## config.mk

```make
export PLATFORM = sky130hd
export DESIGN_NAME = seq_pattern_gen
export DESIGN_NICKNAME = d
export VERILOG_FILES = /design/src/rtl/seq_gen_pkg.sv /design/src/rtl/seq_pattern_gen_gap_counter.sv /design/src/rtl/seq_pattern_gen.sv
export SDC_FILE = /design/constraint.sdc
export NUM_CORES = 1
export LEC_CHECK = 0
export ABC_AREA = 1
export BUFFER_PORTS_ARGS = -buffer_cell sky130_fd_sc_hd__buf_2
export CORE_ASPECT_RATIO = 0.7
export CORE_MARGIN = 3
export CORE_UTILIZATION = 55
export DETAILED_ROUTE_END_ITERATION = 8
export GPL_ROUTABILITY_DRIVEN = 0
export GPL_TIMING_DRIVEN = 1
export PLACE_DENSITY = 0.86
export SYNTH_ARGS = -nofsm -noshare
export SYNTH_HDL_FRONTEND = slang
export SYNTH_SLANG_ARGS = --single-unit
```

## constraint.sdc

```tcl
create_clock -name clk -period 3.3 [get_ports clk]
set_input_delay 0.33 -clock clk [delete_from_list [all_inputs] [get_ports clk]]
set_output_delay 0.33 -clock clk [all_outputs]
set_load 0.05 [all_outputs]
```

## src/rtl/seq_gen_pkg.sv

```systemverilog
// Shared types and helpers for the sequence pattern generator.
package seq_gen_pkg;

    // Largest gap, in cycles, the generator can be programmed with by default.
    localparam int MAX_GAP_DEFAULT = 15;

    // Generator phases, in the order a run walks through them.
    typedef enum logic [2:0] {
        S_IDLE,
        S_HEAD,
        S_WAIT1,
        S_FIRE_A,
        S_WAIT2,
        S_FIRE_B,
        S_DONE
    } state_t;

    // A programmed gap of 0 would put two terms in the same cycle; run it as 1.
    function automatic int unsigned clamp_gap(input int unsigned gap);
        return (gap == 0) ? 1 : gap;
    endfunction

endpackage

```

## src/rtl/seq_pattern_gen_gap_counter.sv

```systemverilog
// Down-counter shared by both wait phases: load a start value, count down,
// and flag the cycle in which the wait phase should hand over to the next term.
module gap_counter
    import seq_gen_pkg::*;
#(
    parameter int W = 4
) (
    input  logic         clk,
    input  logic         reset,
    input  logic         load,
    input  logic [W-1:0] load_val,
    input  logic         dec,
    output logic         term
);

    logic [W-1:0] count_reg;

    // Load has priority over decrement; the two never coincide in practice.
    always_ff @(posedge clk or posedge reset) begin
        if (reset) begin
            count_reg <= '0;
        end else if (load) begin
            count_reg <= load_val;
        end else if (dec) begin
            count_reg <= count_reg - W'(1);
        end
    end

    // Terminal when one cycle of waiting is left.
    assign term = (count_reg <= W'(1));

endmodule

```

## src/rtl/seq_pattern_gen.sv

```systemverilog
// Drives the pattern rose(c)&e ##g1 a ##g2 b, one run per accepted start,
// with per-run gap programming, optional suppression of b, and a run counter.
module seq_pattern_gen
    import seq_gen_pkg::*;
#(
    parameter int MAX_GAP = MAX_GAP_DEFAULT,
    parameter int GAP_W   = $clog2(MAX_GAP + 1),
    parameter int CNT_W   = 8
) (
    input  logic             clk,
    input  logic             reset,
    input  logic             start,
    input  logic [GAP_W-1:0] cfg_gap1,
    input  logic [GAP_W-1:0] cfg_gap2,
    input  logic             inject_err,
    output logic             busy,
    output logic             done,
    output logic             err_injected,
    output logic             c,
    output logic             e,
    output logic             a,
    output logic             b,
    output logic [CNT_W-1:0] seq_count
);

    state_t             state_reg, state_next;
    logic [GAP_W-1:0]   g1_reg, g1_next;
    logic [GAP_W-1:0]   g2_reg, g2_next;
    logic               err_reg, err_next;

    logic               c_reg, c_next;
    logic               e_reg, e_next;
    logic               a_reg, a_next;
    logic               b_reg, b_next;
    logic               busy_reg, busy_next;
    logic               done_reg, done_next;
    logic               err_inj_reg, err_inj_next;
    logic [CNT_W-1:0]   seq_count_reg, seq_count_next;

    logic               cnt_load;
    logic [GAP_W-1:0]   cnt_load_val;
    logic               cnt_dec;
    logic               cnt_term;

    gap_counter #(
        .W (GAP_W)
    ) u_gap_counter (
        .clk      (clk),
        .reset    (reset),
        .load     (cnt_load),
        .load_val (cnt_load_val),
        .dec      (cnt_dec),
        .term     (cnt_term)
    );

    // Next state, latched run configuration, counter control and next outputs.
    always_comb begin
        state_next   = state_reg;
        g1_next      = g1_reg;
        g2_next      = g2_reg;
        err_next     = err_reg;
        cnt_load     = 1'b0;
        cnt_load_val = '0;
        cnt_dec      = 1'b0;

        case (state_reg)
            S_IDLE, S_DONE: begin
                if (start) begin
                    state_next = S_HEAD;
                    g1_next    = GAP_W'(clamp_gap(32'(cfg_gap1)));
                    g2_next    = GAP_W'(clamp_gap(32'(cfg_gap2)));
                    err_next   = inject_err;
                end else begin
                    state_next = S_IDLE;
                end
            end
            S_HEAD: begin
                if (g1_reg == GAP_W'(1)) begin
                    state_next = S_FIRE_A;
                end else begin
                    state_next   = S_WAIT1;
                    cnt_load     = 1'b1;
                    cnt_load_val = g1_reg - GAP_W'(1);
                end
            end
            S_WAIT1: begin
                if (cnt_term) begin
                    state_next = S_FIRE_A;
                end else begin
                    cnt_dec = 1'b1;
                end
            end
            S_FIRE_A: begin
                if (g2_reg == GAP_W'(1)) begin
                    state_next = S_FIRE_B;
                end else begin
                    state_next   = S_WAIT2;
                    cnt_load     = 1'b1;
                    cnt_load_val = g2_reg - GAP_W'(1);
                end
            end
            S_WAIT2: begin
                if (cnt_term) begin
                    state_next = S_FIRE_B;
                end else begin
                    cnt_dec = 1'b1;
                end
            end
            S_FIRE_B: begin
                state_next = S_DONE;
            end
            default: begin
                state_next = S_IDLE;
            end
        endcase

        // Outputs are decoded from the state being entered so that they come
        // straight out of flops and line up with that state.
        c_next         = (state_next == S_HEAD);
        e_next         = (state_next == S_HEAD);
        a_next         = (state_next == S_FIRE_A);
        b_next         = (state_next == S_FIRE_B) && !err_reg;
        busy_next      = (state_next inside {S_HEAD, S_WAIT1, S_FIRE_A, S_WAIT2, S_FIRE_B});
        done_next      = (state_next == S_DONE);
        err_inj_next   = (state_next == S_DONE) && err_reg;
        seq_count_next = (state_next == S_DONE) ? seq_count_reg + CNT_W'(1) : seq_count_reg;
    end

    // State, latched configuration and registered outputs.
    always_ff @(posedge clk or posedge reset) begin
        if (reset) begin
            state_reg     <= S_IDLE;
            g1_reg        <= GAP_W'(1);
            g2_reg        <= GAP_W'(1);
            err_reg       <= 1'b0;
            c_reg         <= 1'b0;
            e_reg         <= 1'b0;
            a_reg         <= 1'b0;
            b_reg         <= 1'b0;
            busy_reg      <= 1'b0;
            done_reg      <= 1'b0;
            err_inj_reg   <= 1'b0;
            seq_count_reg <= '0;
        end else begin
            state_reg     <= state_next;
            g1_reg        <= g1_next;
            g2_reg        <= g2_next;
            err_reg       <= err_next;
            c_reg         <= c_next;
            e_reg         <= e_next;
            a_reg         <= a_next;
            b_reg         <= b_next;
            busy_reg      <= busy_next;
            done_reg      <= done_next;
            err_inj_reg   <= err_inj_next;
            seq_count_reg <= seq_count_next;
        end
    end

    assign c            = c_reg;
    assign e            = e_reg;
    assign a            = a_reg;
    assign b            = b_reg;
    assign busy         = busy_reg;
    assign done         = done_reg;
    assign err_injected = err_inj_reg;
    assign seq_count    = seq_count_reg;

endmodule

```

Word level (Yosys, flattened, before mapping)
Index checks and enable logic that the tools add are counted.
{"block": "op_classes", "eq_ne": 14, "add_sub_neg": 4, "order_cmp": 1, "reduce_logical": 11, "mux": 18}
{"operator": "$mux W4", "count": 6}
{"operator": "$eq A3 B3 Y1 const B", "count": 6}
{"operator": "$pmux W3 S6", "count": 1}
{"operator": "$eq A3 B2 Y1 const B", "count": 4}
{"operator": "$sub A4 B1 Y4 const B", "count": 3}
{"operator": "$add A8 B1 Y8 const B", "count": 1}
{"operator": "$eq A4 B1 Y1 const B", "count": 2}
{"operator": "$logic_not A4 Y1", "count": 2}
{"operator": "$pmux W4 S2", "count": 1}
{"operator": "$mux W1", "count": 7}
{"operator": "$eq A3 B1 Y1 const B", "count": 2}
{"operator": "$mux W3", "count": 2}
{"operator": "$reduce_bool A5 Y1", "count": 1}
{"operator": "$le A4 B1 Y1 const B", "count": 1}
{"operator": "$reduce_or A2 Y1", "count": 2}
{"operator": "$logic_not A3 Y1", "count": 1}
{"operator": "$logic_and A1 B1 Y1", "count": 2}
{"operator": "$pmux W1 S2", "count": 1}
{"operator": "$reduce_and A2 Y1", "count": 1}
{"operator": "$reduce_bool A2 Y1", "count": 1}
{"operator": "$logic_not A1 Y1", "count": 1}
{"block": "totals", "elab_cells": 60, "output_inout_bits": 15, "register_bits": 30, "input_bits": 12}

Logic depth before layout (Yosys ltp)
Gate-level depths: netlist of run 1.
{"block": "logic_depth", "depth_word": 5, "mapped_depth": 9, "mapped_depth_nobuf": 9}

Modules after synthesis
Synthesis of run 1 repeated with hierarchy kept, for this count alone.
{"block": "hier_totals", "cells_unflattened": 181, "hier_area_um2": 1596.5}
{"module": "seq_pattern_gen", "area_per_inst_um2": 1342.5, "cells_each": 147, "n_inst": 1, "seq_area_each_um2": 653.1}
{"module": "gap_counter", "area_per_inst_um2": 254.0, "cells_each": 34, "n_inst": 1, "seq_area_each_um2": 100.1}

Worst setup path after synthesis of run 1
Ideal clock, no wire load.
{"block": "synth_timing", "kind": "flip-flop to flip-flop", "startpoint": "register seq_count_reg[0] (netlist: seq_count[0])", "endpoint": "register seq_count_reg[6] (netlist: seq_count[6])", "path_stages_with_launch": 7, "setup_ns": 0.119, "arrival_time_ns": 1.417, "slack_ns": 1.764, "synth_period_minus_slack_ns": 1.536, "required_ns": 3.181, "n_path_buf": 0, "path_cell_list": "dfrtp_1 ha_1 nand3_1 nor2_1 nand3_1 xor2_1 inv_1"}
{"block": "synth_between", "elab_chain_cells": 1}
{"item": "start: declaration", "line_no": "seq_pattern_gen.sv:38", "source": "logic [CNT_W-1:0] seq_count_reg, seq_count_next;"}
{"item": "start signal: assignment", "line_no": "seq_pattern_gen.sv:156", "source": "seq_count_reg <= seq_count_next;"}
{"item": "$add A8 B1 Y8", "line_no": "seq_pattern_gen.sv:126", "source": "seq_count_next = (state_next == S_DONE) ? seq_count_reg + CNT_W'(1) : seq_count_reg;"}
No other way between the ends.
A chain may end at the register's enable or synchronous reset.

Worst setup path in the final report of run 1
{"block": "layout_timing", "startpoint": "register state_reg[2]", "endpoint": "register b_reg (netlist: b)"}
{"block": "layout_between", "elab_chain_cells": 5, "word_cells_on_any_way": 13, "cone_classes": "eq/ne (7); mux (3); reduce/logical (3)"}
{"item": "start: declaration", "line_no": "seq_pattern_gen.sv:26", "source": "state_t state_reg, state_next;"}
{"item": "start signal: assignment", "line_no": "seq_pattern_gen.sv:145", "source": "state_reg <= state_next;"}
{"item": "$eq A3 B3 Y1 / $logic_not A3 Y1 (equally long branches)", "line_no": "seq_pattern_gen.sv:66", "source": "case (state_reg)"}
{"item": "$reduce_or A2 Y1", "line_no": "seq_pattern_gen.sv:66"}
{"item": "$pmux W3 S6 *", "line_no": "seq_pattern_gen.sv:66"}
{"item": "via state_next[0]", "line_no": "seq_pattern_gen.sv:26"}
{"item": "$eq A3 B3 Y1 *", "line_no": "seq_pattern_gen.sv:122", "source": "b_next = (state_next == S_FIRE_B) && !err_reg;"}
{"item": "$logic_and A1 B1 Y1 *", "line_no": "seq_pattern_gen.sv:122"}
{"item": "via b_next", "line_no": "seq_pattern_gen.sv:34", "source": "logic b_reg, b_next;"}
{"item": "end signal: assignment", "line_no": "seq_pattern_gen.sv:152", "source": "b_reg <= b_next;"}
{"item": "end: declaration", "line_no": "seq_pattern_gen.sv:34"}
The timed path passes the listed nets; every way through them passes the cells marked *.

==> flow_summary.ini, run 1 <==
[timing]
fmax_ghz = 0.651
fin_worst_skew_ns = 0.00431
max_slew_margin_pct = 28.9
tightestPinTransition_ns = 1.07
finalSetupViolCount = 0
layout_min_cycle_time_ns = 1.54
period_share_pct = 46.6
rsz0062_at_grt = false
final_max_slew_viol_count = 0
setup_tns_ns = 0
hold_viol_final = 0

[clocking]
clk_path_buf_depth = 2
post_cts_buffers = 0
cts_hold_repair.buffers = 0
clkSlewWorstSetupHoldPaths_ns = 0.06
clkLatencyLatePin_ns = 0.28
cts.sinks = 30
h-tree-depth = 2
cts_tree = done
cts_root_buf = clkbuf_8
cts_resized = 0
cts_inserted_buffers = 5

[yosys]
syn_inst = 191
synth_simple_gate_area_share_pct = 27.4
synth_enable_flop_cells = 0
synth.top_cell.area_share_pct = 43.7
mappedNetlistNets = 210
ys_seq_area_share_pct = 47.0
synth.most_common_cell = nand2_1
synth_xor_xnor_area_share_pct = 6.01
ys_types = 24
synth_area_um2 = 1600
synth_top_family_by_area = simple AND/OR/NAND/NOR gates
yosys-top-cells-count = 46 x nand2_1, 28 x dfrtp_1, 28 x inv_1
yosysWarnings = 0
synth.avg_cell_area_um2 = 8.40
ys_ff_latch = 30
synth_ff_type = dfrtp_1
synth_top_cell_by_area = dfrtp_1
synth_compound_area_share_pct = 5.69
muxShareOfSynthArea_pct = 0
synth_fa_ha_area_share_pct = 5.46
ys_top_cells_by_area = dfrtp_1 44%, nand2_1 11%, inv_1 6.6%
synthArstFlopShare_pct = 100

[outcome]
outcome = completed

[floorplan]
fp.dieW_um = 70.5
dieHeight_um = 51.2
rows = 15
initial_utilization_pct = 61.5
io_pins = 27
dieArea_um2 = 3610
core_um2 = 2610

[setup_path]
crit_fanout = 14
critPathCaptureType = register
rr_endpoint = b
cp.required_ns = 3.50
timing.rr.start = state_reg[2]
critPathArrivalTime_ns = 1.74
crit_type = register to register
crit_path_start = state_reg[2]
r2r_cells = 6
critPathLaunchType = register
reg2reg_slack_ns = 1.76

[routing]
drt_first_pass_iters = 4
route.detailed.drc = 0
via_per_inst = 4.82
routedWlPerCell_um = 11.5
ant_nets = 0
via_count = 1235
drtIter0Drc = 123
totalWireLength_mm = 2.94

[grt]
overflow = 0
antenna_found_initial = 0
grt_pass1_wl_mm = 5.12
grt_max_degree = 31
grt_pass1_vias = 1149
gr-usage-all-layers_pct = 18.5

[run]
max-cap-violations = 0

[place]
io_buffers = 26
dp_hpwl_mm = 2.33

[min_path]
worstHoldPathType = input port to register
hold_depth = 3
hold_end = err_reg
min-delay-start = inject_err

[cells_and_area]
largest_reg_flops = 8
final.fill_count = 218
fin_nets = 240
antennaDiodeCount = 0
area_delta_synth_final_pct = 15.2
drive_above_1_share_pct = 22.1

[power_and_ir_drop]
finalPower_mw = 1.87
peakVddDrop_uv = 435
powerDensity_nw_per_um2 = 1010
power.static_leakage_nw = 1.05
## cells by family (layout without fill, tap and decap cells)
group | after synthesis | in the layout
adders and majority gates | 7 | 7
and+or+nand+nor | 92 | 92
AOI/OAI and AO/OA | 17 | 17
xor gates and xnor gates | 11 | 11
DFF | 30 | 30
buffers and inverters | 34 | 65
## where the power goes
part	switching [mW]	internal [mW]
Combinational	0.631	0.294
Clock	0.130	0.168
Sequential	0.129	0.519
## critical path: stages, from the launching register on
cell and delay [ns]:
dfrtp_1 0.56, nand2_1 0.14, nand2_1 0.11, nand3_2 0.22
nand4_1 0.24, inv_1 0.07, nor2_1 0.12
## layer usage
metal	vias up	part of all wire [%]	wire length [µm]	GRT usage, %
met5	-	0	0	0
met4	0	0.75	22	6.56
met3	5	5.1	149	5.89
met2	22	43	1250	27.2
met1	558	52	1520	26.0
li1	650	-	-	-
## metrics by stage
step / area (µm²) / setup WS (ns) / utilization [%] / hold WS, ns / instances
finish: 1850 / 1.76 / 70.8 / 0.254 / 256
global route: 1850 / 1.62 / 70.8 / 0.260 / 256
floorplan: 1600 / 1.76 / - / 0.419 / 191
global placement: 1760 / 1.83 / 67.3 / 0.482 / 248
detailed placement: 1760 / 1.80 / 67.3 / 0.487 / 248
CTS: 1850 / 1.80 / 70.8 / 0.252 / 256
## worst max path at each step
stage / end / slack, ns / depth (start not counted)
finish: b / 1.76 / 6
global route: b / 1.62 / 6
CTS: b / 1.80 / 6
detailed placement: b / 1.80 / 6
global placement: a / 1.83 / 7
floorplan: seq_count[6] / 1.76 / 6
## layout make-up
type,instances,area (µm²),area share (%)
clock buffer,7,86.3,4.67
timing repair buffer,26,130,7.04
clock inverter,1,5.00,0.271
sequential,30,753,40.8
tap,34,42.5,2.30
multi-input combinational,127,714,38.7
inverter,31,116,6.30
## cells in the final DEF, fill, tap and decap left out, drive strengths merged
cell type	synthesis	layout
clkinv	0	1
xor2	8	8
dfrtp	28	28
nor2	17	17
xnor2	3	3
clkbuf	0	7
nand2	51	51
dfstp	2	2
ha	7	7
nand4	3	3
a31oi	1	1
a21boi	1	1
buf	3	26
o21ai	11	11
inv	31	31
a21o	1	1
nor3	2	2
nand3	19	19
a21oi	3	3
Power figures use the tool's default switching activity.
==> run 2, diff against run 1 <==
==> constraint.sdc (replaced) <==
create_clock -name clk -period 1.48 [get_ports clk]
set_input_delay 0.148 -clock clk [delete_from_list [all_inputs] [get_ports clk]]
set_output_delay 0.148 -clock clk [all_outputs]
set_load 0.05 [all_outputs]
==> run 2 against run 1 <==
Hold slack lost 0.16 ns. Setup slack lost 1.7 ns. Critical path depth is 3 higher. Sequential power grew 130%. Cell count rose by 4.7%. Largest cell class is now multi-input combinational cells. Largest power group unchanged.
==> flow_summary.ini, run 2 (same netlist as run 1, synthesis figures left out) <==
[floorplan]
dieArea_um2 = 3610
core_um2 = 2610
dieHeight_um = 51.2
fp.dieW_um = 70.5
rows = 15
initial_utilization_pct = 61.5
io_pins = 27

[power_and_ir_drop]
switching_power_mw = 2.19
p_sw_share_pct = 47.7
powerDensity_nw_per_um2 = 2290
internal_power_mw = 2.41
p_clk_share_pct = 13.3
power.static_leakage_nw = 1.10
peakVddDrop_uv = 1090
finalPower_mw = 4.60
combPwrFrac_pct = 55.1
seq_power_share_pct = 31.7

[clocking]
clkSlewWorstSetupHoldPaths_ns = 0.06
h-tree-depth = 2
clkLatencyLatePin_ns = 0.28
clk_path_buf_depth = 2
cts_inserted_buffers = 5
cts_root_buf = clkbuf_8
cts_tree = done
cts.sinks = 30

[grt]
gr-usage-all-layers_pct = 20.9
overflow = 0
grt_pass1_wl_mm = 5.68
grt_max_degree = 31
grt_pass1_vias = 1208
antenna_found_initial = 0

[setup_path]
critPathLaunchType = register
cp.required_ns = 1.70
critPathCaptureType = register
crit_fanout = 4
critPathArrivalTime_ns = 1.67
crit_type = register to register

[timing]
max_slew_margin_pct = 75.7
final_max_slew_viol_count = 0
hold_viol_final = 0
finalSetupViolCount = 0
period_share_pct = 98.2
fin_worst_skew_ns = 0.00732
layout_min_cycle_time_ns = 1.45
rsz0062_at_grt = true
tightestPinTransition_ns = 0.364
fin_hold_ws_ns = 0.0925
fmax_ghz = 0.688

[routing]
via_per_inst = 5.03
drt_first_pass_iters = 4
ant_nets = 0
drtIter0Drc = 158
routedWlPerCell_um = 12.5
totalWireLength_mm = 3.35
via_count = 1348
route.detailed.drc = 0

[place]
post_dp_cell_area_um2 = 1800
dp_hpwl_mm = 2.45
dpl.cell_count = 253
io_buffers = 26

[cells_and_area]
fin_area_um2 = 2010
antennaDiodeCount = 0
fin_nets = 252
stdcell_count = 268
final_core_util_pct = 77.0
final.fill_count = 182
area_delta_synth_final_pct = 25.3
largest_reg_flops = 8
drive_above_1_share_pct = 30.8
final_common_cell = nand2_1
mostFrequentLayoutCells = 44 x nand2_1, 26 x inv_1, 26 x dfrtp_1, 26 x buf_2, 16 x nand3_1

[min_path]
worstHoldPathType = input port to register

[outcome]
outcome = completed

[run]
max-cap-violations = 0
==> run 2: cell types whose count changed in the layout (fill, tap and decap cells not counted), sizes merged <==
cell,delta
clkbuf,+1
dlygate4sd3,+1
clkinv,-1
buf,+11
==> run 2: final cells by class <==
type / instances / area (µm²) / share of cell area [%]
repair buffers: 38 / 226 / 11.3
well taps: 34 / 42.5 / 2.12
clock buffers: 8 / 80.1 / 3.99
multi-input cells: 127 / 788 / 39.2
inverters: 31 / 116 / 5.79
flip-flops and latches: 30 / 756 / 37.6
==> run 2: path summary, 6_finish.rpt <==
check	start	endpoint	slack (ns)	cells after the start
worst max register to register	g2_reg[0]	u_gap_counter.count_reg[1]	0.03	9
worst max-delay path	g2_reg[0]	u_gap_counter.count_reg[1]	0.03	9
max in group asynchronous	reset	g2_reg[0]	0.70	4
worst min-delay path	inject_err	err_reg	0.09	3
min in group asynchronous	reset	seq_count[3]	0.48	4
worst min register to register	seq_count[0]	seq_count[0]	0.50	1
==> run 2: power by group through the flow <==
stage	registers [mW]	logic, mW	clock network [mW]
4_1_cts	1.43	2.23	0.624
6_report	1.46	2.53	0.610
3_3_place_gp	1.42	2.10	0
5_1_grt	1.50	2.78	0.676
2_1_floorplan	1.71	1.39	0
3_5_place_dp	1.44	2.18	0
==> run 2: timing repair <==
item / in CTS / in global routing
endpoints found under the hold margin: 28 / 0
buffers inserted: 1 / 5
pin swaps: 2 / 9
gates resized for setup: 2 / 18
hold buffers: 1 / 0
endpoints found under the setup margin: 3 / 11
==> run 2: per-stage QoR <==
stage	worst slack (ns)	setup TNS, ns
final	0.0273	0
after global routing	-0.0308	-0.121
after CTS	0.0135	0
after detailed placement	-0.00235	-0.00235
after global placement	0.0566	0
after floorplan	0.109	0
==> run 2: worst max-delay path, stage by stage, from the launching register on <==
cell and delay, ns:
dfstp_2 0.57, inv_2 0.06, ha_1 0.29, inv_1 0.07
nand2_1 0.05, o21ai_1 0.08, nand2_1 0.06, o21ai_0 0.07
nand2_1 0.07, nand2_1 0.07
==> run 2: metal layers <==
layer | GRT usage (%) | share of wire (%) | vias to the layer above
met5 | 0 | 0 | -
met4 | 9.38 | 1.8 | 0
met3 | 6.09 | 5.2 | 7
met2 | 29.5 | 45 | 33
met1 | 29.6 | 48 | 635
li1 | - | - | 673
==> run 3, diff against run 2 <==
--- a/config.mk
+++ b/config.mk
@@ -6,14 +6,14 @@
 export NUM_CORES = 1
 export LEC_CHECK = 0
 export ABC_AREA = 1
-export BUFFER_PORTS_ARGS = -buffer_cell sky130_fd_sc_hd__buf_2
+export BUFFER_PORTS_ARGS = -buffer_cell sky130_fd_sc_hd__buf_4
 export CORE_ASPECT_RATIO = 0.7
 export CORE_MARGIN = 3
-export CORE_UTILIZATION = 55
+export CORE_UTILIZATION = 30
 export DETAILED_ROUTE_END_ITERATION = 8
 export GPL_ROUTABILITY_DRIVEN = 0
 export GPL_TIMING_DRIVEN = 1
-export PLACE_DENSITY = 0.86
+export PLACE_DENSITY = 0.56
 export SYNTH_ARGS = -nofsm -noshare
 export SYNTH_HDL_FRONTEND = slang
 export SYNTH_SLANG_ARGS = --single-unit
==> constraint.sdc (replaced) <==
create_clock -name clk -period 1.6 [get_ports clk]
set_input_delay 0.16 -clock clk [delete_from_list [all_inputs] [get_ports clk]]
set_output_delay 0.16 -clock clk [all_outputs]
set_load 0.05 [all_outputs]
==> run 3 against run 2 <==
Die area is 74% higher. Routed wire length is 4.5% lower. Critical endpoint unchanged. Maximum frequency is 3.2% lower. Highest routed layer unchanged. Combinational power is 20% lower. First-iteration DRC count is 67% lower. Design area hardly changed. Largest power group unchanged. Via count is 7.6% lower. Clock skew is 0.0033 ns lower.
==> flow_summary.ini, run 3 (same netlist as run 1, synthesis figures left out) <==
[setup_path]
reg2reg_slack_ns = 0.1
crit_type = register to register
rr_endpoint = u_gap_counter.count_reg[1]
crit_fanout = 6
critPathLaunchType = register
timing.rr.start = g1_reg[0]
cp_slowest_stage_delay_ns = 0.55
critPathArrivalTime_ns = 1.67
cp_slowest_cell = dfstp_2
critPathCaptureType = register
cp.required_ns = 1.77
crit_path_frequent_cell = nand2_1
crit_chain = ha_1, nand3_1, nand2_2, nand2_4, nor2_4, inv_2, nand2_1, nand2_1
r2r_cells = 8

[cells_and_area]
mostFrequentLayoutCells = 46 x nand2_1, 29 x buf_4, 28 x inv_1, 28 x dfrtp_1, 17 x nand3_1
largest_reg_flops = 8
final_core_util_pct = 40.4
stdcell_count = 295
final.fill_count = 510
antennaDiodeCount = 0
drive_above_1_share_pct = 23.5
fin_nets = 244
final_common_cell = nand2_1
area_delta_synth_final_pct = 25.2

[floorplan]
fp.dieW_um = 93.4
rows = 21
core_um2 = 4970
dieArea_um2 = 6270
io_pins = 27
initial_utilization_pct = 32.3
dieHeight_um = 67.2

[routing]
ant_nets = 0
via_per_inst = 4.22
drt_first_pass_iters = 4
drtIter0Drc = 52
via_count = 1246
route.detailed.drc = 0
totalWireLength_mm = 3.20
routedWlPerCell_um = 10.8

[power_and_ir_drop]
finalPower_mw = 4.06
powerDensity_nw_per_um2 = 2020
power.static_leakage_nw = 1.09
peakVddDrop_uv = 862

[min_path]
min-delay-start = inject_err
worstHoldPathType = input port to register
hold_end = err_reg
hold_depth = 3

[timing]
finalSetupViolCount = 0
max_slew_margin_pct = 74.6
final_max_slew_viol_count = 0
fin_hold_ws_ns = 0.0987
fin_worst_skew_ns = 0.00401
rsz0062_at_grt = false
hold_viol_final = 0
period_share_pct = 93.8
tightestPinTransition_ns = 0.381
setup_tns_ns = 0
layout_min_cycle_time_ns = 1.50
fmax_ghz = 0.666

[grt]
antenna_found_initial = 0
grt_max_degree = 31
gr-usage-all-layers_pct = 11.3
grt_pass1_vias = 1117
grt_pass1_wl_mm = 5.35
overflow = 0

[run]
max-cap-violations = 0

[clocking]
h-tree-depth = 2
cts_tree = done
cts_root_buf = clkbuf_8
cts_resized = 0
clk_path_buf_depth = 2
clkSlewWorstSetupHoldPaths_ns = 0.06
cts.sinks = 30
clkLatencyLatePin_ns = 0.28
cts_inserted_buffers = 5

[place]
dp_hpwl_mm = 2.35
io_buffers = 26
dpl.cell_count = 286

[outcome]
outcome = completed
## run 3: cell count changes in the layout (fill, tap and decap cells not counted), sizes merged
cell  previous run  this run
buf             37        29
## run 3: metrics by stage
stage	worst slack, ns	area, µm²
floorplan	0.0640	1600
global placement	0.149	1890
detailed placement	0.137	1890
CTS	0.109	2010
global route	0.000815	2010
finish	0.0991	2010
## run 3: cell type report
cell class | instances | area (µm²) | share of cell area (%)
Inverter | 31 | 116 | 5.79
Multi-Input combinational cell | 127 | 714 | 35.6
Timing Repair Buffer | 30 | 228 | 11.3
Tap cell | 69 | 86.3 | 4.30
Clock buffer | 8 | 110 | 5.48
Sequential cell | 30 | 753 | 37.5
## run 3: where the power goes
part / total (mW) / switching [mW] / internal [mW]
clock: 0.706 / 0.273 / 0.434
sequential: 1.33 / 0.262 / 1.07
combinational: 2.03 / 1.32 / 0.702
total: 4.06 / 1.86 / 2.21
## run 3: worst max path at each step
stage                                          start                    endpoint  slack, ns  cells after the start
after floorplan                         seq_count[0]                seq_count[6]       0.06                      6
after global placement                     g1_reg[0]  u_gap_counter.count_reg[3]       0.15                      8
after detailed placement                   g1_reg[0]  u_gap_counter.count_reg[1]       0.14                      8
after CTS                                  g1_reg[0]  u_gap_counter.count_reg[1]       0.11                      8
after global routing      u_gap_counter.count_reg[0]  u_gap_counter.count_reg[3]     0.0008                      9
final                                      g1_reg[0]  u_gap_counter.count_reg[1]        0.1                      8
## run 3: timing repair
item                      CTS  global route
hold endpoints to repair   28             0
hold buffers                1             0
buffers inserted            0             0
## run 3: critical path: cells and delay by family, from the launching register on
family | cells | cell delay (ns)
adders and majority gates | 1 | 0.14
buffers and inverters | 1 | 0.07
DFF | 1 | 0.55
and+or+nand+nor | 6 | 0.63
## run 3: per-layer routing
layer	part of all wire (%)	vias up	routed length, µm	global-route usage [%]
met5	0	-	0	0
met4	1.8	0	59	4.94
met3	7.0	4	225	4.01
met2	36	37	1140	14.3
met1	56	545	1780	16.9
li1	-	660	-	-
